File: src/rtl/game_timer_ctrl.sv
// Countdown game controller: drives load/tick/run strobes of a 3-digit BCD down
// counter, reports expiry, low-time warning with blink phase, and elapsed seconds.
module game_timer_ctrl #(
    parameter int TICK_DIV = 50_000_000,
    parameter int WARN_SEC = 10
) (
    input  logic       clk,
    input  logic       reset,
    input  logic       start,
    input  logic       pause,
    input  logic [3:0] countH,
    input  logic [3:0] countM,
    input  logic [3:0] countL,
    input  logic       tc_in,
    output logic       loadN,
    output logic       enable1,
    output logic       enable2,
    output logic       game_over,
    output logic       warning,
    output logic       blink,
    output logic [9:0] secs_elapsed
);

    localparam int            PW     = $clog2(TICK_DIV);
    localparam logic [PW-1:0] LAST   = PW'(TICK_DIV - 1);
    localparam logic [PW-1:0] HALF   = PW'(TICK_DIV / 2);
    localparam logic [10:0]   WARN_V = 11'(WARN_SEC);
    localparam logic [9:0]    SECS_MAX = 10'd1023;

    typedef enum logic [2:0] {
        IDLE,
        LOAD,
        RUN,
        PAUSE,
        OVER
    } state_t;

    state_t        state;
    logic [PW-1:0] presc;
    logic [9:0]    secs;
    logic [10:0]   value;
    logic          tick;
    logic          live;

    // Tick is suppressed when the counter already reports terminal count.
    assign tick = (state == RUN) && (presc == LAST) && !tc_in;

    always_ff @(posedge clk) begin
        if (reset) begin
            state <= IDLE;
            presc <= '0;
            secs  <= '0;
        end else begin
            if (tick && (secs != SECS_MAX))
                secs <= secs + 10'd1;
            case (state)
                IDLE: begin
                    if (start)
                        state <= LOAD;
                end
                LOAD: begin
                    presc <= '0;
                    secs  <= '0;
                    state <= RUN;
                end
                RUN: begin
                    if (start) begin
                        state <= LOAD;
                    end else if (tc_in) begin
                        state <= OVER;
                    end else begin
                        // The pause cycle still counts; the value is frozen from PAUSE on.
                        presc <= (presc == LAST) ? '0 : presc + PW'(1);
                        if (pause)
                            state <= PAUSE;
                    end
                end
                PAUSE: begin
                    if (start)
                        state <= LOAD;
                    else if (pause && !tc_in)
                        state <= RUN;
                end
                OVER: begin
                    if (start)
                        state <= LOAD;
                end
                default: state <= IDLE;
            endcase
        end
    end

    // Outputs are gated by reset so they are quiet even before the first reset edge.
    assign live = !reset;

    assign value = ({7'd0, countH} * 11'd100)
                 + ({7'd0, countM} * 11'd10)
                 + {7'd0, countL};

    assign loadN        = !(live && (state == LOAD));
    assign enable1      = live && tick;
    assign enable2      = live && (state == RUN);
    assign game_over    = live && (state == OVER);
    assign warning      = live && ((state == RUN) || (state == PAUSE))
                          && (value < WARN_V) && !tc_in;
    assign blink        = warning && (presc >= HALF);
    assign secs_elapsed = secs;

endmodule

File: config.mk
export PLATFORM = sky130hd
export DESIGN_NAME = game_timer_ctrl
export DESIGN_NICKNAME = d
export VERILOG_FILES = /design/src/rtl/game_timer_ctrl.sv
export SDC_FILE = /design/constraint.sdc
export NUM_CORES = 1
export LEC_CHECK = 0
export CAP_MARGIN = 5
export CORE_MARGIN = 2
export CORE_UTILIZATION = 66
export CTS_CLUSTER_DIAMETER = 120
export CTS_CLUSTER_SIZE = 28
export DETAILED_ROUTE_END_ITERATION = 7
export DONT_BUFFER_PORTS = 1
export PLACE_DENSITY = 0.82
export SYNTH_ARGS = -nofsm -noshare
export SYNTH_HDL_FRONTEND = slang
export SYNTH_SLANG_ARGS = --single-unit
File: constraint.sdc
create_clock -name clk -period 10.35 [get_ports clk]
set_clock_uncertainty 0.1 [all_clocks]
set_input_delay 1.5525 -clock clk [delete_from_list [all_inputs] [get_ports clk]]
set_output_delay 1.5525 -clock clk [all_outputs]
set_load 0.01 [all_outputs]
==> impl_metrics.prom, run 1 <==
# TYPE chip_impl_metric gauge
chip_impl_info{name="outcome",value="completed"} 1
chip_impl_metric{name="clk-insertion-delay-late",unit="ps"} 300
chip_impl_metric{name="gr-total-overflow",unit=""} 0
chip_impl_metric{name="power_per_cell_area",unit="nW/µm²"} 113
chip_impl_info{name="rsz_0062_raised_after_global_routing",value="no"} 1
chip_impl_metric{name="cts_max_level",unit=""} 2
chip_impl_metric{name="cts_resized",unit=""} 0
chip_impl_metric{name="cts_num_sinks",unit=""} 39
chip_impl_metric{name="final_net_count",unit=""} 383
chip_impl_metric{name="die_area",unit="µm²"} 4840
chip_impl_metric{name="worst_pin_slew",unit="ps"} 1030
chip_impl_metric{name="clock_path_buffers",unit=""} 2
chip_impl_metric{name="die_w",unit="µm"} 69.5
chip_impl_metric{name="core-area",unit="µm²"} 4060
chip_impl_metric{name="area_growth",unit="%"} 3.31
chip_impl_metric{name="leakage",unit="nW"} 1.06
chip_impl_metric{name="drive_above_1_share",unit=""} 0.0604
chip_impl_metric{name="number_of_enable_type_register_cells_in_the_synthesized_netlist",unit=""} 0
chip_impl_metric{name="yosysSeqAreaShare",unit=""} 0.275
chip_impl_metric{name="antenna_left",unit=""} 0
chip_impl_metric{name="post_drt_wl_per_cell",unit="µm"} 15.0
chip_impl_info{name="synthMostInstantiatedCell",value="nor2_1"} 1
chip_impl_metric{name="drtPass1Iterations",unit=""} 5
chip_impl_metric{name="dpl-instance-area",unit="µm²"} 2850
chip_impl_metric{name="grt_start_max_net_pins",unit=""} 27
chip_impl_info{name="critical_path_cell_by_cell",value="ha_1 > ha_1 > fa_1 > ha_1 > ha_1 > a211oi_1 > o21bai_1 > o311ai_0 > xnor2_1 > nor4_1"} 1
chip_impl_info{name="cp_launch_type",value="input pin"} 1
chip_impl_metric{name="num_antenna_cells",unit=""} 0
chip_impl_metric{name="finalCritPeriodShare",unit=""} 0.601
chip_impl_metric{name="netlist.area_leader.share",unit=""} 0.275
chip_impl_metric{name="cts_buffers",unit=""} 5
chip_impl_metric{name="rows",unit=""} 23
chip_impl_metric{name="route.detailed.vias_per_inst",unit=""} 6.20
chip_impl_metric{name="critPathArrivalTime",unit="ps"} 4570
chip_impl_metric{name="worst_ep_required_time",unit="ps"} 8700
chip_impl_metric{name="path_depth",unit=""} 10
chip_impl_metric{name="yosysWarningCount",unit=""} 0
chip_impl_metric{name="layout_min_cycle_time",unit="ps"} 6220
chip_impl_metric{name="finalSetupViolCount",unit=""} 0
chip_impl_info{name="path_category_of_the_worst_min_delay_check",value="reg2reg"} 1
chip_impl_metric{name="final_weighted_congestion_of_routability_driven_global_placement",unit=""} 0.804
chip_impl_metric{name="setup_tns",unit="ps"} 0
chip_impl_metric{name="final_core_utilization",unit=""} 0.722
chip_impl_metric{name="detailroute.via_count",unit=""} 2363
chip_impl_metric{name="critical_path.max_fanout",unit=""} 4
chip_impl_metric{name="drt_iter0_drc",unit=""} 153
chip_impl_metric{name="timing.slew.headroom",unit=""} 0.315
chip_impl_info{name="ys.flop_type",value="dfxtp_1"} 1
chip_impl_metric{name="reg2reg_setup_slack",unit="ps"} 7580
chip_impl_metric{name="number_of_port_buffers",unit=""} 0
chip_impl_metric{name="first_global_vias",unit=""} 2263
chip_impl_metric{name="slowest_delay",unit="ps"} 560
chip_impl_metric{name="post_synth_instance_area",unit="µm²"} 2840
chip_impl_metric{name="grt_antenna_before_repair",unit=""} 0
chip_impl_info{name="tritoncts",value="yes"} 1
chip_impl_metric{name="routed_wirelength",unit="mm"} 5.70
chip_impl_metric{name="dpl.hpwl",unit="mm"} 4.30
chip_impl_metric{name="clkTransAtPathRegs",unit="ps"} 70
chip_impl_metric{name="cp_num_buf_inv",unit=""} 0
chip_impl_metric{name="finalHoldViolCount",unit=""} 0
chip_impl_metric{name="cap_violations",unit=""} 0
chip_impl_metric{name="die_height",unit="µm"} 69.5
chip_impl_info{name="post_synth_most_frequent_cells",value="40 x nor2_1, 39 x dfxtp_1, 29 x ha_1, 24 x a21oi_1, 23 x nand2_1"} 1
chip_impl_metric{name="yosysUniqueCellTypes",unit=""} 56
chip_impl_metric{name="final_instance_area",unit="µm²"} 2930
chip_impl_info{name="post_synth_main_area_contributors",value="dfxtp_1 28%, ha_1 13%, xor2_1 5.6%, nor2_1 5.3%, a21oi_1 4.2%"} 1
chip_impl_metric{name="start_util",unit=""} 0.699
chip_impl_info{name="worstReg2RegEnd",value="presc[14]$_SDFFE_PP0P_"} 1
chip_impl_metric{name="synthCells",unit=""} 332
chip_impl_metric{name="global_routing_usage_summed_across_all_routing_layers",unit=""} 0.249
chip_impl_info{name="critPathMostFrequentCell",value="ha_1"} 1
chip_impl_metric{name="vdd.ir_drop.worst",unit="V"} 0.0000972
chip_impl_info{name="synth_largest_area_cell",value="dfxtp_1"} 1
chip_impl_metric{name="reg2regPathDepth",unit=""} 5
chip_impl_info{name="crit_path_kind",value="in2out"} 1
chip_impl_metric{name="synth.ff_latch_count",unit=""} 39
chip_impl_info{name="slowest_stage",value="nor4_1"} 1
chip_impl_info{name="r2r-start",value="presc[7]$_SDFFE_PP0P_"} 1
chip_impl_info{name="timing.critical_path.from",value="countM[1]"} 1
chip_impl_info{name="timing.critical_path.to",value="blink"} 1
chip_impl_metric{name="post-cts-setup-buffer-count",unit=""} 0
chip_impl_info{name="end_kind",value="output port"} 1
chip_impl_metric{name="finalMaxSlewViolations",unit=""} 0
chip_impl_metric{name="grt_first_pass_wirelength",unit="mm"} 10.0
chip_impl_metric{name="mean_post_synth_cell_area",unit="µm²"} 8.54
chip_impl_metric{name="cts.hold.buffers_added",unit=""} 0
chip_impl_info{name="clock-root-buffer",value="clkbuf_8"} 1
chip_impl_info{name="critical-path-top-delay-family",value="adder cells"} 1
chip_impl_metric{name="design.portCount",unit=""} 33
chip_impl_metric{name="async_reset_ff_frac",unit=""} 0
chip_impl_metric{name="synthesis.nets",unit=""} 383
chip_impl_metric{name="post-route-drc-count",unit=""} 0
chip_impl_metric{name="timing.fmax",unit="GHz"} 0.161
area by class of cell:
type | count | area, µm²
fill | 322 | 1130
inverter | 10 | 37.5
timing repair buffer | 2 | 15.0
sequential | 39 | 781
clock inverter | 1 | 7.51
tap | 50 | 62.6
multi-input combinational | 274 | 1960
clock buffer | 5 | 68.8
metrics by stage:
stage                     worst slack [ps]  power [mW]  instances  hold slack [ps]
final                                 4130       0.331        381              424
after global routing                  3880       0.351        381              451
after CTS                             4150       0.332        381              425
after detailed placement              4160       0.237        375              411
after global placement                4180       0.234        375              401
after floorplan                       4410       0.225        332              375
sequential cells by signal (all words and copies together), names as in the netlist:
name	flops
state	3
presc	26
secs_elapsed	10
worst min-delay path by stage:
stage | slack (ps) | startpoint | cells past startpoint | endpoint
after global routing | 450 | presc[20]$_SDFFE_PP0P_ | 2 | presc[20]$_SDFFE_PP0P_
after global placement | 400 | presc[20]$_SDFFE_PP0P_ | 2 | presc[20]$_SDFFE_PP0P_
after CTS | 430 | presc[20]$_SDFFE_PP0P_ | 2 | presc[20]$_SDFFE_PP0P_
final | 420 | presc[20]$_SDFFE_PP0P_ | 2 | presc[20]$_SDFFE_PP0P_
after detailed placement | 410 | presc[20]$_SDFFE_PP0P_ | 2 | presc[20]$_SDFFE_PP0P_
after floorplan | 370 | presc[20]$_SDFFE_PP0P_ | 2 | presc[20]$_SDFFE_PP0P_
cell families after synthesis:
group                    count (synthesis)  share of synthesized area
adder cells (fa/ha/maj)                 34                      0.163
multiplexers                             2                    0.00706
XOR/XNOR                                30                     0.0927
AND/OR/NAND/NOR                        146                      0.282
flip-flops                              39                      0.275
buffers and inverters                   19                     0.0344
AO/OA/AOI/OAI                           62                      0.146
where the power goes:
| part | internal, mW | switching, mW |
|---|---|---|
| Sequential | 0.151 | 0.00252 |
| Clock | 0.0447 | 0.0514 |
| Combinational | 0.0360 | 0.0449 |
routing by layer:
metal  track usage  share of wire
met3        0.0698          0.048
met1         0.331           0.47
met4        0.0588         0.0023
met5             0              0
met2         0.401           0.48
worst register-to-register path: stages (launching register included):
cell and delay, ps:
dfxtp_1 370, or4_4 590, nor4_1 360, a21oi_1 240, o21bai_2 840, nor2_1 140
cells in the final DEF (no fill, tap or decap), types with 3 or more instances in the layout:
cell type / n
nor2_1: 40
dfxtp_1: 39
ha_1: 29
a21oi_1: 24
nand2_1: 23
xor2_1: 18
nand3_1: 17
nand4_1: 12
xnor2_1: 12
inv_1: 10
o21ai_0: 10
nor3_1: 7
and3_1: 6
nand2b_1: 5
or3_1: 5
fa_1: 5
clkbuf_8: 5
a211oi_1: 4
or4_1: 4
nor4_1: 3
and4_1: 3
nor2b_1: 3
o211ai_1: 3
a21o_1: 3
o31ai_1: 3
Power figures use the tool's default switching activity.
==> run 2: changes to the inputs <==
Settings changed: CORE_UTILIZATION 66 to 64, PLACE_DENSITY 0.82 to 0.8.
Clock period 10.35 ns to 5.9 ns, I/O delays scaled along.
==> impl_metrics.prom, run 2 (synthesis gave the netlist of run 1 again) <==
# TYPE chip_impl_metric gauge
chip_impl_info{name="outcome",value="completed"} 1
chip_impl_metric{name="drive_above_1_share",unit=""} 0.0601
chip_impl_metric{name="switching_share",unit=""} 0.300
chip_impl_metric{name="final_non_filler_cells",unit=""} 385
chip_impl_info{name="worstHoldStart",value="presc[25]$_SDFFE_PP0P_"} 1
chip_impl_metric{name="final_net_count",unit=""} 383
chip_impl_metric{name="antenna_left",unit=""} 0
chip_impl_metric{name="layout_min_cycle_time",unit="ps"} 5100
chip_impl_metric{name="num_antenna_cells",unit=""} 0
chip_impl_metric{name="die_w",unit="µm"} 70.6
chip_impl_metric{name="critPathArrivalTime",unit="ps"} 4110
chip_impl_info{name="worstReg2RegEnd",value="presc[24]$_SDFFE_PP0P_"} 1
chip_impl_metric{name="timing.slew.headroom",unit=""} 0.308
chip_impl_metric{name="start_util",unit=""} 0.656
chip_impl_metric{name="dpl.hpwl",unit="mm"} 4.30
chip_impl_metric{name="dp_slack",unit="ps"} 877
chip_impl_metric{name="core-area",unit="µm²"} 4320
chip_impl_metric{name="drt_iter0_drc",unit=""} 166
chip_impl_metric{name="clkTransAtPathRegs",unit="ps"} 70
chip_impl_metric{name="leakage",unit="nW"} 1.06
chip_impl_metric{name="reg2reg_setup_slack",unit="ps"} 3170
chip_impl_metric{name="power_frac_seq",unit=""} 0.458
chip_impl_metric{name="critical_path.max_fanout",unit=""} 4
chip_impl_info{name="end_kind",value="output port"} 1
chip_impl_metric{name="cts_max_level",unit=""} 2
chip_impl_metric{name="finalMaxSlewViolations",unit=""} 0
chip_impl_info{name="tritoncts",value="yes"} 1
chip_impl_metric{name="switching_power",unit="mW"} 0.177
chip_impl_info{name="layout_common_cells",value="40 x nor2_1, 39 x dfxtp_1, 29 x ha_1, 24 x a21oi_1, 23 x nand2_1"} 1
chip_impl_metric{name="vdd.ir_drop.worst",unit="V"} 0.000218
chip_impl_metric{name="rows",unit=""} 24
chip_impl_metric{name="setup_tns",unit="ps"} 0
chip_impl_metric{name="cts.hold.buffers_added",unit=""} 0
chip_impl_info{name="commonest_non_fill_non_tap_cell_in_the_layout",value="nor2_1"} 1
chip_impl_metric{name="gr-total-overflow",unit=""} 0
chip_impl_metric{name="worst_pin_slew",unit="ps"} 1040
chip_impl_metric{name="routed_wirelength",unit="mm"} 5.66
chip_impl_metric{name="post_drt_wl_per_cell",unit="µm"} 14.7
chip_impl_metric{name="final_critical_path_setup_slack",unit="ps"} 804
chip_impl_info{name="dr.max_layer_used",value="met4"} 1
chip_impl_metric{name="cts_num_sinks",unit=""} 39
chip_impl_metric{name="worst_ep_required_time",unit="ps"} 4910
chip_impl_metric{name="global_routing_usage_summed_across_all_routing_layers",unit=""} 0.246
chip_impl_metric{name="detailroute.via_count",unit=""} 2415
chip_impl_metric{name="reg2regPathDepth",unit=""} 5
chip_impl_metric{name="m1WireLength",unit="mm"} 2.55
chip_impl_metric{name="met3RoutedLength",unit="µm"} 292
chip_impl_metric{name="final_weighted_congestion_of_routability_driven_global_placement",unit=""} 0.808
chip_impl_metric{name="cap_violations",unit=""} 0
chip_impl_metric{name="grt_first_pass_wirelength",unit="mm"} 10.1
chip_impl_metric{name="holdPathStages",unit=""} 2
chip_impl_metric{name="post-cts-setup-buffer-count",unit=""} 0
chip_impl_info{name="timing.critical_path.from",value="countM[1]"} 1
chip_impl_metric{name="die_height",unit="µm"} 70.6
chip_impl_metric{name="clk-insertion-delay-late",unit="ps"} 290
chip_impl_metric{name="wl_met2",unit="mm"} 2.76
chip_impl_metric{name="timing.fmax",unit="GHz"} 0.196
chip_impl_info{name="holdPathEnd",value="presc[25]$_SDFFE_PP0P_"} 1
chip_impl_metric{name="finalCritPeriodShare",unit=""} 0.864
chip_impl_metric{name="finalSetupViolCount",unit=""} 0
chip_impl_info{name="path_category_of_the_worst_min_delay_check",value="reg2reg"} 1
chip_impl_info{name="clock-root-buffer",value="clkbuf_8"} 1
chip_impl_metric{name="number_of_port_buffers",unit=""} 0
chip_impl_metric{name="largest_register_ffs",unit=""} 26
chip_impl_info{name="cp_launch_type",value="input pin"} 1
chip_impl_metric{name="die_area",unit="µm²"} 4980
chip_impl_metric{name="cts_buffers",unit=""} 5
chip_impl_metric{name="route.detailed.vias_per_inst",unit=""} 6.27
chip_impl_info{name="crit_path_kind",value="in2out"} 1
chip_impl_metric{name="drtPass1Iterations",unit=""} 4
chip_impl_metric{name="finalHoldViolCount",unit=""} 0
chip_impl_metric{name="design.portCount",unit=""} 33
chip_impl_metric{name="area_growth",unit="%"} 3.57
chip_impl_info{name="rsz_0062_raised_after_global_routing",value="no"} 1
chip_impl_metric{name="design_internal_power",unit="mW"} 0.412
chip_impl_metric{name="p_clk_frac",unit=""} 0.299
chip_impl_metric{name="first_global_vias",unit=""} 2265
chip_impl_metric{name="grt_start_max_net_pins",unit=""} 27
chip_impl_metric{name="cts_resized",unit=""} 0
chip_impl_metric{name="clock_path_buffers",unit=""} 2
chip_impl_metric{name="power_per_cell_area",unit="nW/µm²"} 200
chip_impl_metric{name="post-route-drc-count",unit=""} 0
chip_impl_metric{name="place_inst",unit=""} 377
chip_impl_metric{name="grt_antenna_before_repair",unit=""} 0
chip_impl_info{name="r2r-start",value="presc[7]$_SDFFE_PP0P_"} 1
chip_impl_metric{name="pwr-share-comb",unit=""} 0.243
chip_impl_info{name="largest_register",value="presc"} 1
-- run 2: cell types whose count changed in the layout (fill, tap and decap cells not counted), sizes merged --
cell      before  now
clkbuf         5    7
clkinvlp       1    0
clkinv         0    1
-- run 2: power groups by stage --
stage | logic (mW) | clock network, mW | registers [mW]
3_5_place_dp | 0.142 | 0 | 0.276
2_1_floorplan | 0.122 | 0 | 0.274
4_1_cts | 0.143 | 0.179 | 0.270
6_report | 0.143 | 0.176 | 0.270
3_3_place_gp | 0.136 | 0 | 0.276
5_1_grt | 0.164 | 0.192 | 0.270
-- run 2: how the worst max path moves through the flow --
stage          endpoint  slack, ps  cells after the start
2_1_floorplan     blink       1300                     10
3_3_place_gp      blink       1080                     10
3_5_place_dp      blink        880                     10
4_1_cts           blink        870                     10
5_1_grt           blink        540                     10
6_report          blink        800                     10
-- run 2: metal layers --
metal	up-vias	GRT usage
li1	1213	-
met1	1140	0.328
met2	56	0.413
met3	6	0.0470
met4	0	0.0671
met5	-	0
-- run 2: cell type report --
class,count,area [µm²]
multi-input cells,274,1960
clock buffers,7,76.3
repair buffers,2,15.0
well taps,52,65.1
clock inverters,1,5.00
flip-flops and latches,39,781
inverters,10,37.5
fillers,361,1390
-- run 2: critical path, cell delays in order --
cell and delay, ps:
ha_1 290, ha_1 230, fa_1 470, ha_1 310, ha_1 350, o21ai_0 210, o21bai_1 130, o311ai_0 490
xnor2_1 180, nor4_1 570
-- run 2: stage by stage --
step                      area, µm²  hold WS, ps  power [mW]   util
after global routing           2940          474       0.627  0.679
after detailed placement       2860          415       0.418  0.660
after global placement         2860          404       0.412  0.660
after floorplan                2840          375       0.395      -
final                          2940          423       0.589  0.679
after CTS                      2940          426       0.592  0.679
==> run 3: changes to the inputs <==
Settings changed: SKIP_CTS_REPAIR_TIMING set to 1.
==> results of run 3 <==
The final DEF is identical to that of run 2; final timing and power are the same.
